--- src/rtl/muldiv_unit.sv ---
// Iterative MULT/MULTU/DIV/DIVU unit: shift-add / restoring divide into HI/LO.
// Define MULDIV_SIGNED_EN to make op 10/11 signed; otherwise every op is unsigned.
module muldiv_unit #(
  parameter int WIDTH = 32
) (
  input  logic             clk,
  input  logic             rst,
  input  logic             start,
  input  logic [1:0]       op,
  input  logic [WIDTH-1:0] srcA,
  input  logic [WIDTH-1:0] srcB,
  input  logic             flush,
  output logic             busy,
  output logic             done,
  output logic [WIDTH-1:0] hi,
  output logic [WIDTH-1:0] lo,
  output logic             div_by_zero
);

  localparam int AW = 2*WIDTH + 1;
  localparam int CW = $clog2(WIDTH) + 1;

`ifdef MULDIV_SIGNED_EN
  localparam bit SIGNED_EN = 1'b1;
`else
  localparam bit SIGNED_EN = 1'b0;
`endif

  typedef enum logic [1:0] {
    IDLE,
    RUN,
    FIX,
    DONE
  } state_t;

  state_t state;
  state_t state_nxt;

  logic [AW-1:0]      acc;
  logic [AW-1:0]      acc_step;
  logic [WIDTH-1:0]   opb;
  logic [CW-1:0]      cnt;
  logic               is_div;
  logic               is_signed;
  logic               neg_main;
  logic               neg_rem;
  logic               dbz;

  logic               signed_op;
  logic               a_neg;
  logic               b_neg;
  logic [WIDTH-1:0]   a_mag;
  logic [WIDTH-1:0]   b_mag;
  logic               accept;
  logic               commit;

  logic [WIDTH:0]     sum;
  logic [WIDTH+1:0]   diff;
  logic [AW-1:0]      sh;
  logic [2*WIDTH-1:0] prod;
  logic [WIDTH-1:0]   res_hi;
  logic [WIDTH-1:0]   res_lo;

  // Signed operands are reduced to magnitudes at latch time
  assign signed_op = SIGNED_EN & op[1];
  assign a_neg     = signed_op & srcA[WIDTH-1];
  assign b_neg     = signed_op & srcB[WIDTH-1];
  assign a_mag     = a_neg ? -srcA : srcA;
  assign b_mag     = b_neg ? -srcB : srcB;

  assign accept = start & ~flush
                & ((state == IDLE) | (state == DONE));
  assign commit = (state_nxt == DONE);

  always_ff @(posedge clk) begin
    if (!rst) begin
      state <= IDLE;
    end else begin
      state <= state_nxt;
    end
  end

  always_comb begin
    state_nxt = state;
    unique case (state)
      IDLE,
      DONE: state_nxt = accept ? RUN : IDLE;
      RUN: begin
        if (flush) begin
          state_nxt = IDLE;
        end else if (cnt == CW'(1)) begin
          state_nxt = is_signed ? FIX : DONE;
        end
      end
      FIX: state_nxt = flush ? IDLE : DONE;
      default: state_nxt = IDLE;
    endcase
  end

  always_comb begin
    busy        = (state == RUN) | (state == FIX);
    done        = (state == DONE);
    div_by_zero = (state == DONE) & dbz;
  end

  // One iteration: shift-add for multiply, restoring subtract for divide
  always_comb begin
    sum  = acc[AW-1:WIDTH] + (acc[0] ? {1'b0, opb} : '0);
    sh   = {acc[AW-2:0], 1'b0};
    diff = {1'b0, sh[AW-1:WIDTH]} - {2'b00, opb};
    if (is_div) begin
      acc_step = diff[WIDTH+1] ? sh
               : {diff[WIDTH:0], sh[WIDTH-1:1], 1'b1};
    end else begin
      acc_step = {1'b0, sum, acc[WIDTH-1:1]};
    end
  end

  always_comb begin
    prod            = acc[2*WIDTH-1:0];
    {res_hi, res_lo} = acc_step[2*WIDTH-1:0];
    if (state == FIX) begin
      if (!is_div) begin
        {res_hi, res_lo} = neg_main ? -prod : prod;
      end else begin
        // A zero divisor keeps the all-ones quotient unnegated
        res_lo = (neg_main & ~dbz) ? -acc[WIDTH-1:0]
                                   : acc[WIDTH-1:0];
        res_hi = neg_rem ? -acc[2*WIDTH-1:WIDTH]
                         : acc[2*WIDTH-1:WIDTH];
      end
    end
  end

  always_ff @(posedge clk) begin
    if (!rst) begin
      acc       <= '0;
      opb       <= '0;
      cnt       <= '0;
      is_div    <= 1'b0;
      is_signed <= 1'b0;
      neg_main  <= 1'b0;
      neg_rem   <= 1'b0;
      dbz       <= 1'b0;
      hi        <= '0;
      lo        <= '0;
    end else begin
      if (accept) begin
        acc       <= {{(WIDTH+1){1'b0}}, a_mag};
        opb       <= b_mag;
        cnt       <= CW'(WIDTH);
        is_div    <= op[0];
        is_signed <= signed_op;
        neg_main  <= a_neg ^ b_neg;
        neg_rem   <= a_neg;
        dbz       <= op[0] & (srcB == '0);
      end else if (state == RUN) begin
        acc <= acc_step;
        cnt <= cnt - CW'(1);
      end
      if (commit) begin
        hi <= res_hi;
        lo <= res_lo;
      end
    end
  end

endmodule

--- config.mk ---
export PLATFORM = sky130hd
export DESIGN_NAME = muldiv_unit
export DESIGN_NICKNAME = d
export VERILOG_FILES = /design/src/rtl/muldiv_unit.sv
export SDC_FILE = /design/constraint.sdc
export NUM_CORES = 1
export LEC_CHECK = 0
export CAP_MARGIN = 20
export CORE_ASPECT_RATIO = 1.5
export CORE_MARGIN = 5
export CORE_UTILIZATION = 55
export DETAILED_ROUTE_END_ITERATION = 10
export PLACE_DENSITY_LB_ADDON = 0.2
export SYNTH_ARGS = -nofsm -noshare
export SYNTH_HDL_FRONTEND = slang
export SYNTH_SLANG_ARGS = --single-unit
export TNS_END_PERCENT = 30
--- constraint.sdc ---
create_clock -name clk -period 9.4 [get_ports clk]
set_input_delay 0.94 -clock clk [delete_from_list [all_inputs] [get_ports clk]]
set_output_delay 0.94 -clock clk [all_outputs]
set_load 0.05 [all_outputs]
Yosys cells after proc, flatten, opt, wreduce, memory -nomap -nowiden
Index checks and enable logic that the tools add are counted.
{"block": "op_classes", "n_addsub": 3, "n_bitwise": 8, "n_mux": 14, "n_reduce_logical": 5, "eq_ne": 5}
{"op": "$mux 32", "n": 5}
{"op": "$mux 65", "n": 2}
{"op": "$sub 33x32->34", "n": 1}
{"op": "$add 33x32->33", "n": 1}
{"op": "$logic_not 32->1", "n": 1}
{"op": "$mux 6", "n": 2}
{"op": "$eq 2x2->1 const B", "n": 3}
{"op": "$eq 6x1->1 const B", "n": 1}
{"op": "$mux 2", "n": 3}
{"op": "$pmux 2 s3", "n": 1}
{"op": "$sub 6x1->6 const B", "n": 1}
{"op": "$and 1x1->1", "n": 4}
{"op": "$reduce_or 2->1", "n": 2}
{"op": "$eq 2x1->1 const B", "n": 1}
{"op": "$logic_not 2->1", "n": 1}
{"op": "$not 1->1", "n": 2}
{"op": "$or 1x1->1", "n": 2}
{"op": "$reduce_bool 2->1", "n": 1}
{"op": "$mux 1", "n": 1}
{"block": "word_totals", "input_bits": 70, "regBits": 171, "output_inout_bits": 67, "word_cells": 45}

Longest topological paths before layout
{"block": "depth", "word_depth": 6, "ltp_mapped": 15}

Least setup slack after synthesis
OpenSTA, ideal clock, no wires.
{"block": "synth_timing", "path_kind": "flip-flop to flip-flop", "startpoint": "register acc[0]", "endpoint": "register hi[25]", "required_ps": 9269, "path_stages_with_launch": 15, "t_arrival_ps": 3179, "period_less_slack_ps": 3311, "path_slack_ps": 6089, "setup_ps": 131, "path_cell_list": "dfxtp_1 -> clkbuf_1 -> and2_1 -> ha_1 -> fa_1 -> a211oi_1 -> o21ai_0 -> o2111ai_1 -> a21oi_1 -> a211oi_1 -> o21ai_0 -> xnor2_1 -> nor2_1 -> a2111oi_0 -> nor3_1"}
{"block": "synth_via", "elab_chain_cells": 4}
{"element": "start, declared", "line_no": "39", "source": "logic [AW-1:0] acc;"}
{"element": "start signal, assigned", "line_no": "149", "source": "acc <= {{(WIDTH+1){1'b0}}, a_mag};"}
{"element": "start signal, assigned", "line_no": "158", "source": "acc <= acc_step;"}
{"element": "$mux 32", "line_no": "108", "source": "sum = acc[AW-1:WIDTH] + (acc[0] ? {1'b0, opb} : '0);"}
{"element": "$add 33x32->33", "line_no": "108"}
{"element": "$mux 65", "line_no": "111", "source": "if (is_div) begin"}
{"element": "$mux 32", "line_no": "122", "source": "if (state == FIX) begin"}
{"element": "end signal, assigned", "line_no": "162", "source": "hi <= res_hi;"}
{"element": "end, declared", "line_no": "15", "source": "output logic [WIDTH-1:0] hi,"}
No other way between the ends.
A chain may end at the register's enable or synchronous reset.

Worst setup path in the final report
Same ends and word-level chain as after synthesis.

==> flow_summary.ini <==
[layout]
synthToLayoutAreaGrowth_pct = 17.4
diodes = 0
drive_gt1_share_pct = 4.21
final_common_cell = nand2_1
mostFrequentLayoutCells = nand2_1, a21oi_1, dfxtp_1, clkdlybuf4s50_1, nor2_1
nNetsFinal = 1770
fin_cells = 1908
stdcell_area_um2 = 13800

[synthesis]
synth_edf_count = 0
synth.avg_cell_area_um2 = 7.48
synth.area.top_cells = dfxtp_1, nand2_1, a21oi_1, ha_1, mux2i_1
syn_inst = 1566
synthArstFlopShare_pct = 0
ys_ff_latch = 171
synth_top_area_share_pct = 29.2
syn-num-nets = 1707
ys.flop_type = dfxtp_1
ys_seq_area_share_pct = 29.2
yosys_warnings = 0
yosys.area.top_type = dfxtp_1
synth.distinct_cells = 70
netlist_area_um2 = 11700

[die]
die-area_um2 = 24400
pin_count = 137
rows = 65
die_x_um = 129
core_um2 = 21000
chipHeight_um = 189
start_util_pct = 55.8

[critical_path]
slowest_delay_ns = 0.51
crit_type = reg2reg
crit_cells = 14
endpoint = hi[25]$_SDFFE_PN0N_
r2r-start = acc[0]$_SDFFE_PN0P_
r2r_slack_ns = 5.07
r2r-end = hi[25]$_SDFFE_PN0N_
critPathTopFamily = compound AO/OA/AOI/OAI gates
start_kind = register
crit_path_cell_trace = buf_4 -> and2_1 -> ha_1 -> fa_1 -> a211oi_1 -> o21ai_0 -> o2111ai_1 -> a21oi_1 -> a211oi_1 -> o21ai_0 -> xnor2_1 -> nor2_1 -> a2111oi_0 -> nor3_1
reg2reg_depth = 14
worstPathMaxFanout = 35
critPathArrivalTime_ns = 4.62
worstPathRequired_ns = 9.69
crit_path_end_kind = register
crit_buf_inv = 1
crit_start = acc[0]$_SDFFE_PN0P_
slowest_stage = a211oi_1

[sta]
max_freq_ghz = 0.231
tns_ns = 0
worst_pin_slew_ns = 1.19
slew_headroom_pct = 20.7
setup_viol_count_final = 0
period_needed_ns = 4.33
skew_ns = 0.00983
final-hold-violation-count = 0
maxSlewViolCount = 0
fin_crit_sh_pct = 46.0
rsz0062_at_grt = no

[drt]
routed_wl_um = 35600
remaining_drc_errors = 0
detail-route-antenna-nets = 0
drt_first_pass_iters = 5
vias = 11600
drtIter0Drc = 820
wire_per_inst_um = 18.7
vias_per_cell = 6.10

[place]
post-dp-hpwl_um = 25000
portBuffers = 135
place_area_um2 = 13100
gp_congestion = 0.991
dp.cells = 1878

[cts]
path_clk_slew_ns = 0.07
ctsHoldBuffers = 0
cts_resized = 0
clock_latency_ns = 0.44
cts_setup_buffers = 0
cts_buffers = 17
root_buffer = clkbuf_16
cts.path.max_buffers = 2
htreeDepth = 4
cts_tree = yes
cts_sinks = 171

[grt]
antenna_found_initial = 0
met2_usage_pct = 51.0
grt_pass1_wl_um = 57500
top_usage_layer = met2
grt_start_max_net_pins = 96
grt_overflow = 0
use_met3_pct = 5.64
use_met1_pct = 34.4
groute.usage.overall_pct = 29.2
first_global_vias = 11300

[power_and_ir_drop]
switching_power_mw = 0.553
power_density_nw_per_um2 = 140
comb_power_share_pct = 19.0
p_int_mw = 1.37
seq_power_share_pct = 40.1
pwr-share-clk_pct = 41.0
leakage_nw = 5.53
peakVddDrop_uv = 140
swShare_pct = 28.8

[status]
status = complete, no violations

[job]
maxCapViolCount = 0

[hold_path]
hp-class = reg2reg
## power by group through the flow
stage	Sequential [mW]	Clock (mW)	Combinational [mW]
2_1_floorplan	0.775	0	0.268
3_3_place_gp	0.785	0	0.356
3_5_place_dp	0.785	0	0.361
4_1_cts	0.769	0.789	0.363
5_1_grt	0.772	0.821	0.401
6_report	0.769	0.787	0.365
## through the flow
stage	worst slack [ns]	hold slack, ns	util [%]	total power, mW
floorplan	6.09	0.427	-	1.04
finish	5.07	0.451	65.5	1.92
global route	4.82	0.470	65.5	1.99
global placement	5.05	0.438	62.5	1.14
CTS	5.14	0.452	65.5	1.92
detailed placement	5.00	0.444	62.5	1.15
## logic make-up (layout without fill, tap and decap cells)
kind of cell	after synthesis	after routing	synth area share, %
AOI/OAI and AO/OA	505	505	27.2
xor gates and xnor gates	51	51	3.81
adders and majority gates	71	71	7.71
muxes	68	68	5.85
buffers and inverters	160	234	5.43
DFF	171	171	29.2
and+or+nand+nor	540	540	20.7
## worst reg2reg max path, cell delays in order (launching register included)
cell       delay (ns)
dfxtp_1          0.30
buf_4            0.24
and2_1           0.21
ha_1             0.21
fa_1             0.44
a211oi_1         0.25
o21ai_0          0.25
o2111ai_1        0.37
a21oi_1          0.23
a211oi_1         0.51
o21ai_0          0.31
xnor2_1          0.23
nor2_1           0.08
a2111oi_0        0.45
nor3_1           0.09
## sequential cells by signal, summed over array words and instances (netlist names)
| name | cells |
|---|---|
| hi | 32 |
| acc | 65 |
| dbz | 1 |
| opb | 32 |
| state | 2 |
| cnt | 6 |
| is_div | 1 |
| lo | 32 |
## cells in the mapped netlist, types with 5 or more instances
cell and n:
xnor2_1 28, o21ai_0 74, nor2_1 93, a31oi_1 24
nor4_1 10, and2_1 46, mux2i_1 64, nor3_1 14
and3_1 10, o211ai_1 80, inv_1 53, nor2b_1 6
a21oi_1 190, nand2_1 273, dfxtp_1 171, ha_1 69
xor2_1 23, buf_2 5, a21o_1 39, clkbuf_1 76
buf_1 21, nand2b_1 14, o21a_1 8, nand3_1 36
nand3b_1 5, o21bai_1 7, a211oi_1 24, nand4_1 12
or3_1 8
## layout make-up
type | instances | area [um2]
Clock buffer | 21 | 480
Inverter | 54 | 204
Fill cell | 1895 | 7230
Clock inverter | 9 | 159
Sequential cell | 171 | 3430
Multi-Input combinational cell | 1235 | 7680
Tap cell | 268 | 335
Timing Repair Buffer | 150 | 1460
## metal layers
metal  vias up  share of wire [%]
met1      5476                 41
met4         0                3.7
met3        81                5.7
met5         -                  0
met2       361                 50
li1       5712                  -
## worst min path at each step
stage | start | to | slack [ns] | cells after the start
2_1_floorplan | dbz$_SDFFE_PN0P_ | dbz$_SDFFE_PN0P_ | 0.43 | 2
3_3_place_gp | dbz$_SDFFE_PN0P_ | dbz$_SDFFE_PN0P_ | 0.44 | 2
5_1_grt | lo[12]$_SDFFE_PN0N_ | lo[12]$_SDFFE_PN0N_ | 0.47 | 2
4_1_cts | lo[6]$_SDFFE_PN0N_ | lo[6]$_SDFFE_PN0N_ | 0.45 | 2
6_report | lo[28]$_SDFFE_PN0N_ | lo[28]$_SDFFE_PN0N_ | 0.45 | 2
3_5_place_dp | lo[6]$_SDFFE_PN0N_ | lo[6]$_SDFFE_PN0N_ | 0.44 | 2
(Power assumes the default switching activity.)
